### config.mk
export PLATFORM = sky130hd
export DESIGN_NAME = press_classifier
export DESIGN_NICKNAME = d
export VERILOG_FILES = /design/src/rtl/press_classifier.sv
export SDC_FILE = /design/constraint.sdc
export NUM_CORES = 1
export LEC_CHECK = 0
export CORE_MARGIN = 2
export CORE_UTILIZATION = 50
export DETAILED_ROUTE_END_ITERATION = 16
export PLACE_DENSITY = 0.68
export SLEW_MARGIN = 10
export SYNTH_ARGS = -nofsm -noshare
export SYNTH_HDL_FRONTEND = slang
export SYNTH_SLANG_ARGS = --single-unit
### constraint.sdc
create_clock -name clk -period 3.9 [get_ports clk]
set_clock_uncertainty 0.2 [all_clocks]
set_input_delay 0.585 -clock clk [delete_from_list [all_inputs] [get_ports clk]]
set_output_delay 0.585 -clock clk [all_outputs]
set_load 0.02 [all_outputs]
### src/rtl/press_classifier.sv
// press_classifier
//
// Times press/release pulses from upstream edge detectors and classifies each
// gesture as a single click, a double click or a long press. Each
// classification is reported as a one-cycle registered pulse.
//
// Ports:
//   clk           clock
//   rst           synchronous active-high reset
//   press         one-cycle pulse on a rising edge of the debounced button
//   release_pulse one-cycle pulse on a falling edge of the debounced button
//   single_evt    one-cycle pulse: single click classified
//   double_evt    one-cycle pulse: double click classified
//   long_evt      one-cycle pulse: long press classified
//   busy          high whenever a gesture is in progress (state != IDLE)
module press_classifier #(
  parameter int unsigned CNT_W       = 24,
  parameter int unsigned LONG_CYCLES = 12000000,
  parameter int unsigned GAP_CYCLES  = 6000000
) (
  input  logic clk,
  input  logic rst,
  input  logic press,
  input  logic release_pulse,
  output logic single_evt,
  output logic double_evt,
  output logic long_evt,
  output logic busy
);

  localparam logic [CNT_W-1:0] LongCnt = LONG_CYCLES[CNT_W-1:0];
  localparam logic [CNT_W-1:0] GapCnt  = GAP_CYCLES[CNT_W-1:0];

  typedef enum logic [2:0] {
    StIdle,
    StHeld1,
    StGap,
    StHeld2,
    StLongWait
  } state_e;

  state_e           state;
  logic [CNT_W-1:0] cnt;

  // Simultaneous press and release is treated as a glitch and ignored.
  logic press_v;
  logic release_v;
  assign press_v   = press & ~release_pulse;
  assign release_v = release_pulse & ~press;

  always_ff @(posedge clk) begin
    if (rst) begin
      state      <= StIdle;
      cnt        <= '0;
      single_evt <= 1'b0;
      double_evt <= 1'b0;
      long_evt   <= 1'b0;
    end else begin
      single_evt <= 1'b0;
      double_evt <= 1'b0;
      long_evt   <= 1'b0;
      unique case (state)
        StIdle: begin
          if (press_v) begin
            state <= StHeld1;
            cnt   <= {{(CNT_W-1){1'b0}}, 1'b1};
          end
        end
        StHeld1: begin
          // Release takes priority over the long timeout on the same edge.
          if (release_v) begin
            state <= StGap;
            cnt   <= {{(CNT_W-1){1'b0}}, 1'b1};
          end else if (cnt == LongCnt) begin
            state    <= StLongWait;
            long_evt <= 1'b1;
          end else begin
            cnt <= cnt + 1'b1;
          end
        end
        StGap: begin
          // Press takes priority over the gap timeout on the same edge.
          if (press_v) begin
            state <= StHeld2;
          end else if (cnt == GapCnt) begin
            state      <= StIdle;
            single_evt <= 1'b1;
          end else begin
            cnt <= cnt + 1'b1;
          end
        end
        StHeld2: begin
          if (release_v) begin
            state      <= StIdle;
            double_evt <= 1'b1;
          end
        end
        StLongWait: begin
          if (release_v) begin
            state <= StIdle;
          end
        end
        default: begin
          state <= StIdle;
        end
      endcase
    end
  end

  assign busy = (state != StIdle);

endmodule

# Yosys cells after proc, flatten, opt, wreduce, memory -nomap -nowiden

Index checks and enable logic that the tools add are counted.

Register bits after elaboration: 30
Bits of input ports: 4

Mux-type cells: 16
Eq/ne operators: 13
Add/subtract/negate cells: 1
Reductions and logical operators: 9
Bitwise logic cells: 7

Operator list:

| cell                                                                    | count |
|---|---|
| 24-bit 2-to-1 mux                                                       | 5 |
| 24-bit one-hot mux with 3 select lines                                  | 1 |
| 24-bit by 1-bit adder with 24-bit output, second input constant         | 1 |
| 24-bit by 23-bit equality test with 1-bit output, second input constant | 1 |
| 24-bit equality test, second input constant                             | 1 |
| 3-bit 2-to-1 mux                                                        | 6 |
| 3-bit one-hot mux with 4 select lines                                   | 1 |
| 3-bit != test, second input constant                                    | 3 |
| 3-bit by 2-bit equality test with 1-bit output, second input constant   | 2 |
| 2-bit != test, second input constant                                    | 3 |
| 3-bit nonzero test                                                      | 2 |
| 3-bit OR reduction                                                      | 2 |
| 1-bit inverter                                                          | 5 |
| 5-bit AND reduction                                                     | 1 |
| 4-bit AND reduction                                                     | 1 |
| 2-bit OR reduction                                                      | 2 |
| 3-bit by 1-bit equality test with 1-bit output, second input constant   | 1 |
| 3-bit equality test, second input constant                              | 1 |
| 3-bit zero test                                                         | 1 |
| 1-bit 2-to-1 mux                                                        | 3 |
| 1-bit bitwise AND                                                       | 2 |
| 2-bit by 1-bit != test with 1-bit output, second input constant         | 1 |

# Depth between registers and ports, before layout

Depth after elaboration: 4
Depth in mapped cells: 7
Mapped depth without buffers: 7

# Worst setup path after synthesis

Ideal clock, no wire load.

Path type: register to register
Start point: register cnt[0]
End point: register state[2]
Buffers on the path: 0
Arrival: 1.830 ns
Period minus slack after synthesis: 2.154 ns
Stages on the path, launching flop included: 8
Path slack: 1.746 ns
Cell sequence: dfxtp_1 inv_1 ha_1 or4b_1 nor3_2 nor4b_1 nor3_2 mux2_1

Word-level cells in the longest chain between the ends: 3
Elaborated cells between the ends (all ways): 5
Those cells by class: eq/ne: 4; reduce/logical: 1

RTL lines:

| what                                                                                     | line   | RTL |
|---|---|---|
| from (decl)                                                                              | 43     | `logic [CNT_W-1:0] cnt;` |
| from (signal assigned)                                                                   | 66     | `cnt <= {{(CNT_W-1){1'b0}}, 1'b1};` |
| from (signal assigned)                                                                   | 73     | `cnt <= {{(CNT_W-1){1'b0}}, 1'b1};` |
| from (signal assigned)                                                                   | 78     | `cnt <= cnt + 1'b1;` |
| 24-bit equality test or 24-bit by 23-bit equality test with 1-bit output (tied branches) | 74, 85 |  |
| 3-bit != test (no line)                                                                  | -      |  |
| 4-bit AND reduction (no line) *                                                          | -      |  |
| to (signal assigned)                                                                     | 72     | `state <= StGap;` |
| to (signal assigned)                                                                     | 75     | `state <= StLongWait;` |
| to (signal assigned)                                                                     | 84     | `state <= StHeld2;` |
| to (decl)                                                                                | 42     | `state_e state;` |

Every way passes the cells marked *; elsewhere a longest branch is shown, timed or not.
A chain may end at the register's enable or synchronous reset.

# Final worst setup path

Start point: input port release_pulse
End point: register cnt[20]

Word-level cells in the longest chain between the ends: 4
Elaborated cells between the ends (all ways): 9
Those cells by class: eq/ne: 3; mux: 2; bitwise: 3; reduce/logical: 1

RTL lines:

| what                          | line | RTL |
|---|---|---|
| from (decl)                   | 24   | `input logic release_pulse,` |
| 1-bit inverter                | 48   | `assign press_v = press & ~release_pulse;` |
| 1-bit bitwise AND             | 48   |  |
| 2-bit != test (no line)       | -    |  |
| 5-bit AND reduction (no line) | -    |  |

Several ways; a longest one is shown, not always the timed one.

==> flow_summary_export.csv <==
group,metric,value,unit
grt,overflow,0,
finish,area_growth,10.8,%
synthesis,syn_avg_cell_area,8.52,um^2
power_and_ir_drop,cell_internal_pwr,0.591,mW
sta,tightest_slew,0.622,ns
detailed_routing,first_iter_violations,137,
detailed_routing,vias,1699,
setup_path,r2r_end,"cnt[13]",
clock_network,path_clk_slew,0.06,ns
power_and_ir_drop,power_density,436,nW/um^2
sta,finalHoldViolCount,0,
synthesis,synthCells,220,
synthesis,synth-seq-area-share,0.320,
clock_network,htree_levels,2,
detailed_routing,dr.pass1.iters,4,
setup_path,critPathKind,"in2reg",
sta,grt_setup_unrepaired,"no",
power_and_ir_drop,pwr-share-clk,0.323,
synthesis,synth_top_family_by_area,"simple AND/OR/NAND/NOR gates",
detailed_routing,viasPerCell,6.18,
setup_path,worstPathArrival,2.72,ns
synthesis,synth.top_cells.by_count,"30 x dfxtp_1, 21 x nand2_1, 14 x a21oi_1, 14 x nand3_1, 14 x nor2_1",
grt,grt_max_degree,18,
placement,portBuffers,7,
synthesis,ys_top_cells_by_area,"dfxtp_1 32%, mux2i_1 4.3%, nand2_1 4.2%",
worst_hold_path,min_to,"cnt[14]",
sta,fmax,369,MHz
setup_path,reg2reg_from,"state[1]",
clock_network,cts_setup_buffers,0,
synthesis,synthAdderAreaFrac,0.0134,
grt,grtUsageMet3,0.0668,
synthesis,synthXorXnorAreaFrac,0.0234,
synthesis,synth_area_leader_cell,"dfxtp_1",
synthesis,synth-compound-area-share,0.171,
synthesis,yosys_warnings,0,
synthesis,ys_async_sr_fraction,0,
power_and_ir_drop,combPwrFrac,0.288,
synthesis,synth.most_common_cell,"dfxtp_1",
floorplan,coreArea,3630,um^2
grt,grt_pass1_wl,7310,um
sta,period_share,0.695,
setup_path,critPathCaptureType,"flip-flop",
synthesis,ys_ff_latch,30,
synthesis,syn_area,1870,um^2
power_and_ir_drop,power_switching,0.314,mW
floorplan,num_rows,22,
detailed_routing,antenna_left,0,
grt,grt_use_total,0.223,
worst_hold_path,whs_path_depth,2,
sta,finalCriticalPeriod,2.71,ns
detailed_routing,drt_wl_total,4330,um
floorplan,die_w,65.2,um
synthesis,yosysTopAreaCellShare,0.320,
finish,nNetsFinal,232,
grt,grt_pass1_vias,1652,
finish,n_antenna_cell,0,
setup_path,required,3.91,ns
clock_network,root_buffer,"clkbuf_8",
floorplan,start_util,0.516,
floorplan,pin_count,8,
power_and_ir_drop,p_total,0.905,mW
flow_run,cap_viol_max_count,0,
status,status,"finished clean",
finish,drive_gt1_frac,0.0969,
setup_path,reg2reg_depth,6,
setup_path,crit_fanout,17,
placement,gp_congestion,0.855,
synthesis,ys_types,57,
clock_network,cts_tree,"done",
grt,top_usage_layer,"met2",
floorplan,dieArea,4250,um^2
clock_network,insertion_delay,0.29,ns
sta,final_max_slew_viol_count,0,
detailed_routing,wl_per_cell,15.7,um
clock_network,cts_resized,0,
worst_hold_path,hp-class,"reg2reg",
sta,setup_viol,0,
floorplan,die_y,65.2,um
setup_path,r2r_slack,1.38,ns
grt,antenna_found_initial,0,
grt,met2_usage,0.358,
power_and_ir_drop,pwr-share-seq,0.389,
finish,fillers,353,
sta,final.setup.tns,0,ns
synthesis,synth_edf_count,0,
grt,gr-usage-met1,0.267,
setup_path,start_kind,"input port",
detailed_routing,drc,0,
clock_network,clock_sinks,30,
synthesis,synth_mux_area_frac,0.0487,
finish,final_core_utilization,0.572,
clock_network,numCtsBuffers,5,
synthesis,synthSimpleGateAreaFrac,0.379,
clock_network,cts_hold_buf,0,
synthesis,syn_nets,226,
clock_network,cts_buffer_depth,2,
sta,slew_headroom,0.583,
power_and_ir_drop,peakVddDrop,266,uV
power_and_ir_drop,switching_share,0.347,
power_and_ir_drop,p_leak,0.677,nW
worst_hold_path,hold_start,"cnt[14]",
synthesis,synth_ff_type,"dfxtp_1",
placement,place.detailed.hpwl,3130,um
==> power by group through the flow <==
stage               Combinational (mW)  Sequential [mW]  Clock, mW
finish                           0.260            0.352      0.293
global route                     0.287            0.354      0.313
CTS                              0.257            0.349      0.301
detailed placement               0.257            0.356          0
global placement                 0.247            0.354          0
floorplan                        0.222            0.332          0
==> final cells by class <==
| class | count | area, um^2 | area share |
|---|---|---|---|
| Multi-Input combinational cell | 172 | 1190 | 0.573 |
| Clock buffer | 8 | 110 | 0.0530 |
| Sequential cell | 30 | 601 | 0.289 |
| Timing Repair Buffer | 9 | 85.1 | 0.0410 |
| Tap cell | 48 | 60.1 | 0.0289 |
| Inverter | 8 | 30.0 | 0.0145 |
==> placed cells by master, fill, tap and decap left out, types with 5 or more instances in the layout <==
cell / netlist / layout
inv_1: 8 / 8
clkdlybuf4s50_1: 0 / 7
clkbuf_8: 0 / 8
nand3_1: 14 / 14
mux2i_1: 8 / 8
nand2_1: 21 / 21
a21oi_1: 14 / 14
nor2_1: 14 / 14
dfxtp_1: 30 / 30
and3_1: 5 / 5
nand2b_1: 12 / 12
or4_1: 6 / 6
==> layer usage <==
| layer | up-vias | share of wire |
|---|---|---|
| li1 | 835 | - |
| met1 | 811 | 0.44 |
| met2 | 42 | 0.50 |
| met3 | 11 | 0.042 |
| met4 | 0 | 0.021 |
| met5 | - | 0 |
==> registers in the layout, summed over array words and instances (netlist names) <==
register    count
double_evt      1
single_evt      1
long_evt        1
state           3
cnt            24
==> critical path: stages <==
cell and delay, ns:
clkdlybuf4s50_1 0.45, nand2b_1 0.25, a21oi_4 0.44, nand4_1 0.30, or4_1 0.53, a21oi_1 0.16
==> per-stage QoR <==
stage	instance area [um^2]	hold WS, ns	setup slack (ns)	cells
floorplan	1870	0.247	1.75	220
global placement	1970	0.274	1.03	267
detailed placement	1970	0.301	0.927	267
CTS	2080	0.315	1.23	275
global route	2080	0.347	1.04	275
finish	2080	0.314	1.19	275
==> worst max-delay path by stage <==
stage,startpoint,end,slack (ns),cells past startpoint
finish,release_pulse,cnt[20],1.19,6
floorplan,cnt[0],state[2],1.75,7
detailed placement,release_pulse,cnt[20],0.93,6
global route,press,cnt[13],1.04,7
global placement,release_pulse,cnt[8],1.03,6
CTS,release_pulse,cnt[20],1.23,6
==> cell families after synthesis <==
logic type | after synthesis
AOI/OAI and AO/OA | 44
xor gates and xnor gates | 5
adders and majority gates | 2
buffers and inverters | 18
DFF | 30
muxes | 9
and+or+nand+nor | 112
Note: power is estimated with default switching activity, not from simulation.
